$ cat config.mk
export PLATFORM = sky130hd
export DESIGN_NAME = memory_access_unit
export DESIGN_NICKNAME = d
export VERILOG_FILES = /design/src/rtl/rv32_mem_pkg.sv /design/src/rtl/load_extend.sv /design/src/rtl/memory_access_unit.sv
export SDC_FILE = /design/constraint.sdc
export NUM_CORES = 1
export LEC_CHECK = 0
export CELL_PAD_IN_SITES_DETAIL_PLACEMENT = 0
export CELL_PAD_IN_SITES_GLOBAL_PLACEMENT = 1
export CORE_MARGIN = 2
export CORE_UTILIZATION = 29
export CTS_CLUSTER_SIZE = 20
export DETAILED_ROUTE_END_ITERATION = 6
export PLACE_DENSITY = 0.85
export SYNTH_ARGS = -nofsm -noshare
export SYNTH_HDL_FRONTEND = slang
export SYNTH_SLANG_ARGS = --single-unit
export TNS_END_PERCENT = 30
$ cat constraint.sdc
create_clock -name clk_i -period 2.3 [get_ports clk_i]
set_clock_uncertainty 0.05 [all_clocks]
set_input_delay 0.345 -clock clk_i [delete_from_list [all_inputs] [get_ports clk_i]]
set_output_delay 0.345 -clock clk_i [all_outputs]
set_load 0.01 [all_outputs]
$ cat src/rtl/rv32_mem_pkg.sv
// RV32 MEM-stage shared types: funct3 codes, FSM states, byte lanes.
// Used by memory_access_unit and load_extend.
package rv32_mem_pkg;

  localparam logic [2:0] F3_LB  = 3'b000;
  localparam logic [2:0] F3_LH  = 3'b001;
  localparam logic [2:0] F3_LW  = 3'b010;
  localparam logic [2:0] F3_LBU = 3'b100;
  localparam logic [2:0] F3_LHU = 3'b101;
  localparam logic [2:0] F3_SB  = 3'b000;
  localparam logic [2:0] F3_SH  = 3'b001;
  localparam logic [2:0] F3_SW  = 3'b010;

  localparam logic [3:0] BE_BYTE = 4'b0001;
  localparam logic [3:0] BE_LO   = 4'b0011;
  localparam logic [3:0] BE_HI   = 4'b1100;
  localparam logic [3:0] BE_WORD = 4'b1111;

  typedef enum logic [1:0] {
    IDLE,
    ACCESS,
    DONE
  } mau_state_t;

  function automatic logic [3:0] be_of(
    input logic [1:0] size,
    input logic [1:0] off
  );
    case (size)
      2'b00:   return BE_BYTE << off;
      2'b01:   return off[1] ? BE_HI : BE_LO;
      default: return BE_WORD;
    endcase
  endfunction

  function automatic logic [31:0] lanes_of(
    input logic [1:0]  size,
    input logic [31:0] d
  );
    case (size)
      2'b00:   return {4{d[7:0]}};
      2'b01:   return {2{d[15:0]}};
      default: return d;
    endcase
  endfunction

endpackage

$ cat src/rtl/load_extend.sv
// Load data aligner: picks byte/half by offset and
// sign- or zero-extends per funct3.
module load_extend
  import rv32_mem_pkg::*;
(
  input  logic [31:0] rdata,
  input  logic [1:0]  addr,
  input  logic [2:0]  funct3,
  output logic [31:0] data
);

  logic [7:0]  b;
  logic [15:0] h;

  always_comb begin
    b    = rdata[{addr, 3'b000} +: 8];
    h    = addr[1] ? rdata[31:16] : rdata[15:0];
    data = rdata;
    case (funct3)
      F3_LB:   data = {{24{b[7]}}, b};
      F3_LH:   data = {{16{h[15]}}, h};
      F3_LBU:  data = {24'd0, b};
      F3_LHU:  data = {16'd0, h};
      default: data = rdata;
    endcase
  end

endmodule

$ cat src/rtl/memory_access_unit.sv
// RV32 MEM-stage load/store unit on a req/ack bus.
// Optional access timeout: define MEM_ACCESS_TIMEOUT_EN.
module memory_access_unit
  import rv32_mem_pkg::*;
#(
  parameter int unsigned TIMEOUT_CYCLES = 255
) (
  input  logic        clk_i,
  input  logic        reset_i,
  input  logic        valid_i,
  input  logic        mem_read_i,
  input  logic        mem_write_i,
  input  logic [2:0]  funct3_i,
  input  logic [31:0] alu_result_i,
  input  logic [31:0] store_data_i,
  output logic        mem_req_o,
  output logic        mem_we_o,
  output logic [31:0] mem_addr_o,
  output logic [3:0]  mem_be_o,
  output logic [31:0] mem_wdata_o,
  input  logic        mem_ack_i,
  input  logic [31:0] mem_rdata_i,
  output logic [31:0] data_read_o,
  output logic        done_o,
  output logic        stall_o,
  output logic        fault_o
);

  mau_state_t  state_q, state_d;
  logic        acc, bad, legal, illegal;
  logic [31:0] addr_q, wdata_q, data_q, ext;
  logic [3:0]  be_q;
  logic [2:0]  f3_q;
  logic [1:0]  off_q;
  logic        we_q;
  logic        tmo_hit, tmo_q;
  logic        take;

  always_comb begin
    acc = valid_i & (mem_read_i ^ mem_write_i);
    bad = (funct3_i inside {3'b011, 3'b110, 3'b111})
        | (mem_write_i & funct3_i[2])
        | ((funct3_i[1:0] == 2'b01) & alu_result_i[0])
        | ((funct3_i[1:0] == 2'b10)
           & (|alu_result_i[1:0]));
    legal   = acc & ~bad;
    illegal = valid_i
            & ((mem_read_i & mem_write_i) | (acc & bad));
  end

  assign take = (state_q == IDLE) & legal;

`ifdef MEM_ACCESS_TIMEOUT_EN
  localparam int CW = $clog2(TIMEOUT_CYCLES + 1);
  logic [CW-1:0] cnt_q;

  assign tmo_hit = (state_q == ACCESS) & ~mem_ack_i
                 & (cnt_q == CW'(TIMEOUT_CYCLES - 1));

  always_ff @(posedge clk_i) begin
    if (reset_i) begin
      cnt_q <= '0;
      tmo_q <= 1'b0;
    end else begin
      tmo_q <= tmo_hit;
      if (take)
        cnt_q <= '0;
      else if (state_q == ACCESS && !mem_ack_i)
        cnt_q <= cnt_q + 1'b1;
    end
  end
`else
  logic unused_tmo;
  assign unused_tmo = (TIMEOUT_CYCLES == 0);
  assign tmo_hit    = 1'b0;
  assign tmo_q      = 1'b0;
`endif

  always_ff @(posedge clk_i) begin
    if (reset_i) state_q <= IDLE;
    else         state_q <= state_d;
  end

  always_comb begin
    state_d = state_q;
    unique case (state_q)
      IDLE:    if (legal) state_d = ACCESS;
      ACCESS:  if (mem_ack_i || tmo_hit)
                 state_d = DONE;
      DONE:    state_d = IDLE;
      default: state_d = IDLE;
    endcase
  end

  always_comb begin
    mem_req_o = (state_q == ACCESS);
    done_o    = (state_q == DONE);
    stall_o   = take | (state_q == ACCESS);
    fault_o   = ((state_q == IDLE) & illegal)
              | ((state_q == DONE) & tmo_q);
  end

  load_extend u_ext (
    .rdata  (mem_rdata_i),
    .addr   (off_q),
    .funct3 (f3_q),
    .data   (ext)
  );

  // Bus fields are frozen at acceptance and held through ACCESS.
  always_ff @(posedge clk_i) begin
    if (reset_i) begin
      addr_q  <= '0;
      wdata_q <= '0;
      be_q    <= '0;
      f3_q    <= '0;
      off_q   <= '0;
      we_q    <= 1'b0;
      data_q  <= '0;
    end else begin
      if (take) begin
        addr_q  <= {alu_result_i[31:2], 2'b00};
        be_q    <= be_of(funct3_i[1:0],
                         alu_result_i[1:0]);
        wdata_q <= lanes_of(funct3_i[1:0],
                            store_data_i);
        we_q    <= mem_write_i;
        f3_q    <= funct3_i;
        off_q   <= alu_result_i[1:0];
      end
      if (state_q == ACCESS && mem_ack_i && !we_q)
        data_q <= ext;
    end
  end

  assign mem_we_o    = we_q;
  assign mem_addr_o  = addr_q;
  assign mem_be_o    = be_q;
  assign mem_wdata_o = wdata_q;
  assign data_read_o = data_q;

endmodule

# Word level (Yosys, flattened, before mapping)

Index checks and enable logic that the tools add are counted.

Register bits after elaboration: 106
Input port bits: 105
Output and inout bits: 105
Logic and storage cells: 56

Equal/unequal tests: 12
Shifts and indexed selects: 2
Multiplexer cells: 8
Bitwise logic cells: 17
Reductions and logical operators: 9

Operators by type and width:

| kind                  | count |
|---|---|
| $pmux W32 S4          | 1 |
| $pmux W32 S2          | 1 |
| $shiftx A32 B6 Y8     | 1 |
| $mux W16              | 1 |
| $eq A3 B3 Y1 const B  | 4 |
| $and A1 B1 Y1         | 10 |
| $pmux W4 S2           | 1 |
| $or A1 B1 Y1          | 5 |
| $eq A2 B1 Y1 const B  | 2 |
| $eq A2 B2 Y1 const B  | 2 |
| $logic_not A2 Y1      | 2 |
| $mux W2               | 2 |
| $mux W4               | 1 |
| $pmux W2 S2           | 1 |
| $shl A1 B2 Y4 const A | 1 |
| $eq A3 B1 Y1 const B  | 1 |
| $eq A3 B2 Y1 const B  | 1 |
| $logic_not A3 Y1      | 1 |
| $reduce_bool A3 Y1    | 1 |
| $logic_and A1 B1 Y1   | 2 |
| $ne A2 B1 Y1 const B  | 1 |
| $ne A2 B2 Y1 const B  | 1 |
| $reduce_and A2 Y1     | 1 |
| $reduce_or A2 Y1      | 1 |
| other kinds (3)       | 3 |

# Depth between registers and ports, before layout

Word-level depth: 9
Mapped depth: 6
Mapped depth without buffers: 4

# Cells and area by module

A second synthesis with hierarchy kept.

Cells, all modules: 625
Area total of the unflattened synthesis: 4819.6 µm²

Modules (own cells, without submodules):

| module             | times used | cells an instance | area an instance (µm²) | sequential area each (µm²) |
|---|---|---|---|---|
| memory_access_unit | 1          | 507               | 4058.9                 | 2122.0 |
| load_extend        | 1          | 118               | 760.7                  | 0.0 |

# Worst setup path after synthesis

No wires, ideal clock.

Kind: register to register
Start point: register off_q[1]
End point: register data_q[25] (netlist: data_read_o[25])
Setup time: 0.134 ns
Arrival: 1.492 ns
Required time: 2.116 ns
Setup slack: 0.624 ns
Stages on the path, launching flop included: 6
Path buffers: 1
Period minus slack after synthesis: 1.676 ns
Cells stage by stage: dfxtp_1 > mux4_2 > mux2i_1 > o31a_1 > buf_2 > a211oi_1

Cells in the longest elaborated chain, start to end: 2
Elaborated cells on any way between the ends: 3
Classes of those cells: shift (1); mux (2)

Ends and longest elaborated chain:

| item                                                 | RTL line                             | source |
|---|---|---|
| start: declaration                                   | memory_access_unit.sv:34             | `logic [1:0] off_q;` |
| start signal: assignment                             | memory_access_unit.sv:129            | `off_q <= alu_result_i[1:0];` |
| $shiftx A32 B6 Y8 / $mux W16 (equally long branches) | load_extend.sv:16, load_extend.sv:17 |  |
| $pmux W32 S4 *                                       | load_extend.sv:19                    | `case (funct3)` |
| end signal: assignment                               | memory_access_unit.sv:132            | `data_q <= ext;` |
| end: declaration                                     | memory_access_unit.sv:31             | `logic [31:0] addr_q, wdata_q, data_q, ext;` |

Mark *: on every way between the ends. The rest lies on a longest branch, timed or not.
A chain may end at the register's enable or synchronous reset.

# Worst setup path in the final report

Start point: input funct3_i[0]
End point: output stall_o

Cells in the longest elaborated chain, start to end: 9
Elaborated cells on any way between the ends: 15
Classes of those cells: eq/ne (5); bitwise (9); reduce/logical (1)

Ends and longest elaborated chain:

| item                                                | RTL line                 | source |
|---|---|---|
| start: declaration                                  | memory_access_unit.sv:13 | `input logic [2:0] funct3_i,` |
| $eq A3 B2 Y1 / $eq A3 B3 Y1 (equally long branches) | memory_access_unit.sv:41 | `bad = (funct3_i inside {3'b011, 3'b110, 3'b111})` |
| $reduce_bool A3 Y1                                  | memory_access_unit.sv:41 |  |
| $or A1 B1 Y1                                        | memory_access_unit.sv:42 | `\| (mem_write_i & funct3_i[2])` |
| $or A1 B1 Y1                                        | memory_access_unit.sv:43 | `\| ((funct3_i[1:0] == 2'b01) & alu_result_i[0])` |
| $or A1 B1 Y1 *                                      | memory_access_unit.sv:44 | `\| ((funct3_i[1:0] == 2'b10)` |
| $not A1 Y1 *                                        | memory_access_unit.sv:46 | `legal = acc & ~bad;` |
| $and A1 B1 Y1 *                                     | memory_access_unit.sv:46 |  |
| $and A1 B1 Y1 *                                     | memory_access_unit.sv:51 | `assign take = (state_q == IDLE) & legal;` |
| $or A1 B1 Y1 *                                      | memory_access_unit.sv:98 | `stall_o = take \| (state_q == ACCESS);` |
| end: declaration                                    | memory_access_unit.sv:25 | `output logic stall_o,` |

Marked as above.

==> summary.txt <==
largest area contributor in the netlist: dfxtp_1
XOR/XNOR share of the synthesized area: 0%
final WL: 15300 µm
CTS tree: built
Multi-input gate area: 2330 µm²
vias per inst: 4.71
synth unique cells: 40
status: finished, final reports clean
Cell Area, Synth: 4660 µm²
RSZ-0062 raised after global routing: no
layout cells sized above 1: 7.61%
register area share after synthesis: 45.6%
CP arrival: 1.77 ns
DR pass1 iterations: 4
Core Area: 15800 µm²
Routed Antenna Nets: 0
Starting Density: 29.5%
DR DRC count: 0
crit end category: output port
main combinational cell family by area after synthesis: compound AO/OA/AOI/OAI gates
vias in the first global route: 4502
Final Util: 47.0%
post-synthesis compound-gate area fraction: 22.0%
root buffer cell: clkbuf_16
via count of the routed design: 4669
async set or reset register ratio after synthesis: 0%
Max Slew Vio Count: 0
Final Wtd Congestion: 0.844
Post-synth top flop: dfxtp_1
R2R Setup Slk: 0.55 ns
syn_area_per_cell: 8.16 µm²
Period minus WS final: 2.16 ns
placement row count: 46
top cells by area, synth: dfxtp_1 (46%), nand2_1 (12%), a21oi_1 (6.0%)
IO Port Bufs: 207
Static Leak: 0.00257 µW
synthesized flop and latch total: 106
die height: 131 µm
initial antenna violation count: 0
Skew-Pair Late Insertion Delay: 0.35 ns
ANT cells: 0
Rel. slew slack: 65.2%
Max Cap Violations: 0
top post-synthesis cells by count: nand2_1 (153), dfxtp_1 (106), a21oi_1 (56)
H-Tree Depth: 3
Crit-path slowest cell: clkdlybuf4s50_1
most frequent cell after synthesis: nand2_1
Detailed Route Iter0 Violations: 212
Req. time, crit path: 1.90 ns
Worst VDD drop: 0.337 mV
Final Setup Violations: 0
first-pass GRT wire length: 24000 µm
Post-synth EDFFs: 0
f_max: 462 MHz
TNS Setup: 0 ns
Clock Path Buffers: 2
Clock Sinks: 106
Setup CP Type: in2out
grt ovf: 0
Ports: 210
post-synthesis simple-gate area fraction: 19.3%
post-synthesis mux area share: 7.76%
Ys Warns: 0
total CTS buffers: 9
proportion of netlist area held by the largest area contributor: 45.6%
area share of fa/ha/maj cells after synthesis: 0.269%
Worst R2R Path Depth: 5
total track usage: 18.0%
Layout area overhead: 59.3%
slowest stage delay, CP: 0.47 ns
worst slew pin tran: 0.521 ns
synthesized instance count: 571
Cell Chain, Critical Path: clkdlybuf4s50_1 > a221oi_2 > buf_4 > o2111ai_4 > nand2b_1 > clkdlybuf4s15_1
largest net degree at the start of global routing: 46
crit start category: primary input
worst hold path type: in2reg
Fin. Hold Viols: 0
P per Cell Area: 584 nW/µm²
Tcrit/Tclk final: 94.0%
Avg WL per Cell: 15.4 µm
final net count: 876
die area: 17100 µm²
Register Area: 2120 µm²
crit path max fanout: 3
hold depth: 3
layout filler cell count: 1594
dpl hpwl: 11000 µm
Worst-path clk slew: 0.07 ns
die width: 131 µm
## worst max-delay path: cells and delay by family
kind            cells  cell delay [ns]
compound gates      2             0.41
simple gates        1             0.10
buf+inv             3             0.91
## through the flow
stage / instance area (µm²) / power [µW] / cells / hold slack [ns] / setup WS (ns)
5_1_grt: 7420 / 4540 / 991 / 0.363 / 0.0119
6_report: 7420 / 4330 / 991 / 0.297 / 0.138
2_1_floorplan: 4660 / 2270 / 572 / 0.400 / 0.624
3_5_place_dp: 7090 / 2700 / 975 / 0.396 / -0.224
4_1_cts: 7410 / 4400 / 991 / 0.405 / -0.125
3_3_place_gp: 7090 / 2700 / 975 / 0.391 / -0.148
## repair_timing
| item | CTS | global route |
|---|---|---|
| pin swaps | 0 | 1 |
| endpoints found under the hold margin | 0 | 0 |
| hold buffers | 0 | 0 |
| endpoints found under the setup margin | 2 | 2 |
| gates resized for setup | 2 | 3 |
| setup buffers | 0 | 0 |
## kinds of logic (layout without fill, tap and decap cells)
kind of cell / count (synthesis) / in the layout
buffers and inverters: 52 / 255
adder cells (fa/ha/maj): 1 / 1
flip-flops: 106 / 106
multiplexers: 33 / 33
other: 1 / 2
AND/OR/NAND/NOR: 224 / 224
AO/OA/AOI/OAI: 154 / 154
## path summary, 6_finish.rpt
path	endpoint	from
worst max-delay path	stall_o	funct3_i[0]
worst min-delay path	mem_we_o	mem_write_i
worst max register to register	data_read_o[28]	off_q[1]
worst min register to register	mem_wdata_o[30]	mem_wdata_o[30]
## state kept, by name, indices dropped and copies added (netlist names)
signal       flops
data_read_o     32
mem_wdata_o     32
mem_addr_o      30
mem_be_o         4
f3_q             3
off_q            2
state_q          2
mem_we_o         1
## layout by cell type, fill, tap and decap left out, types with 6 or more instances in the layout
master,netlist,routed
o21ai_0,10,10
nor2_1,49,49
o211ai_1,8,8
a211oi_1,26,26
mux2i_1,17,17
a221oi_1,8,8
clkdlybuf4s50_1,0,202
clkbuf_16,0,9
a21oi_1,56,56
o21ai_1,9,9
mux2_1,8,8
a311oi_1,17,17
mux2_2,7,7
nand2_1,153,153
a22oi_1,7,7
buf_12,0,6
buf_4,6,24
nand3_1,7,7
dfxtp_1,106,106
a21o_1,7,7
## per-layer routing
metal  part of all wire (%)  vias up  global-route usage, %
li1                       -     2386                      -
met1                     46     2118                   23.7
met2                     45      147                   27.7
met3                    7.7       18                   5.82
met4                    1.6        0                   6.01
met5                      0        -                      0
## layout make-up
type | count | share of cell area, %
Timing Repair Buffer | 236 | 31.9
Multi-Input combinational cell | 414 | 31.4
Sequential cell | 106 | 28.6
Tap cell | 216 | 3.64
Clock buffer | 12 | 3.32
Clock inverter | 4 | 1.01
Inverter | 3 | 0.152
## where the power goes
group          total [µW]  switching [µW]  internal, µW
logic                 717             318           398
registers            1940            36.1          1900
clock network        1680             695           986
total                4330            1050          3280
Note: power is estimated with default switching activity, not from simulation.
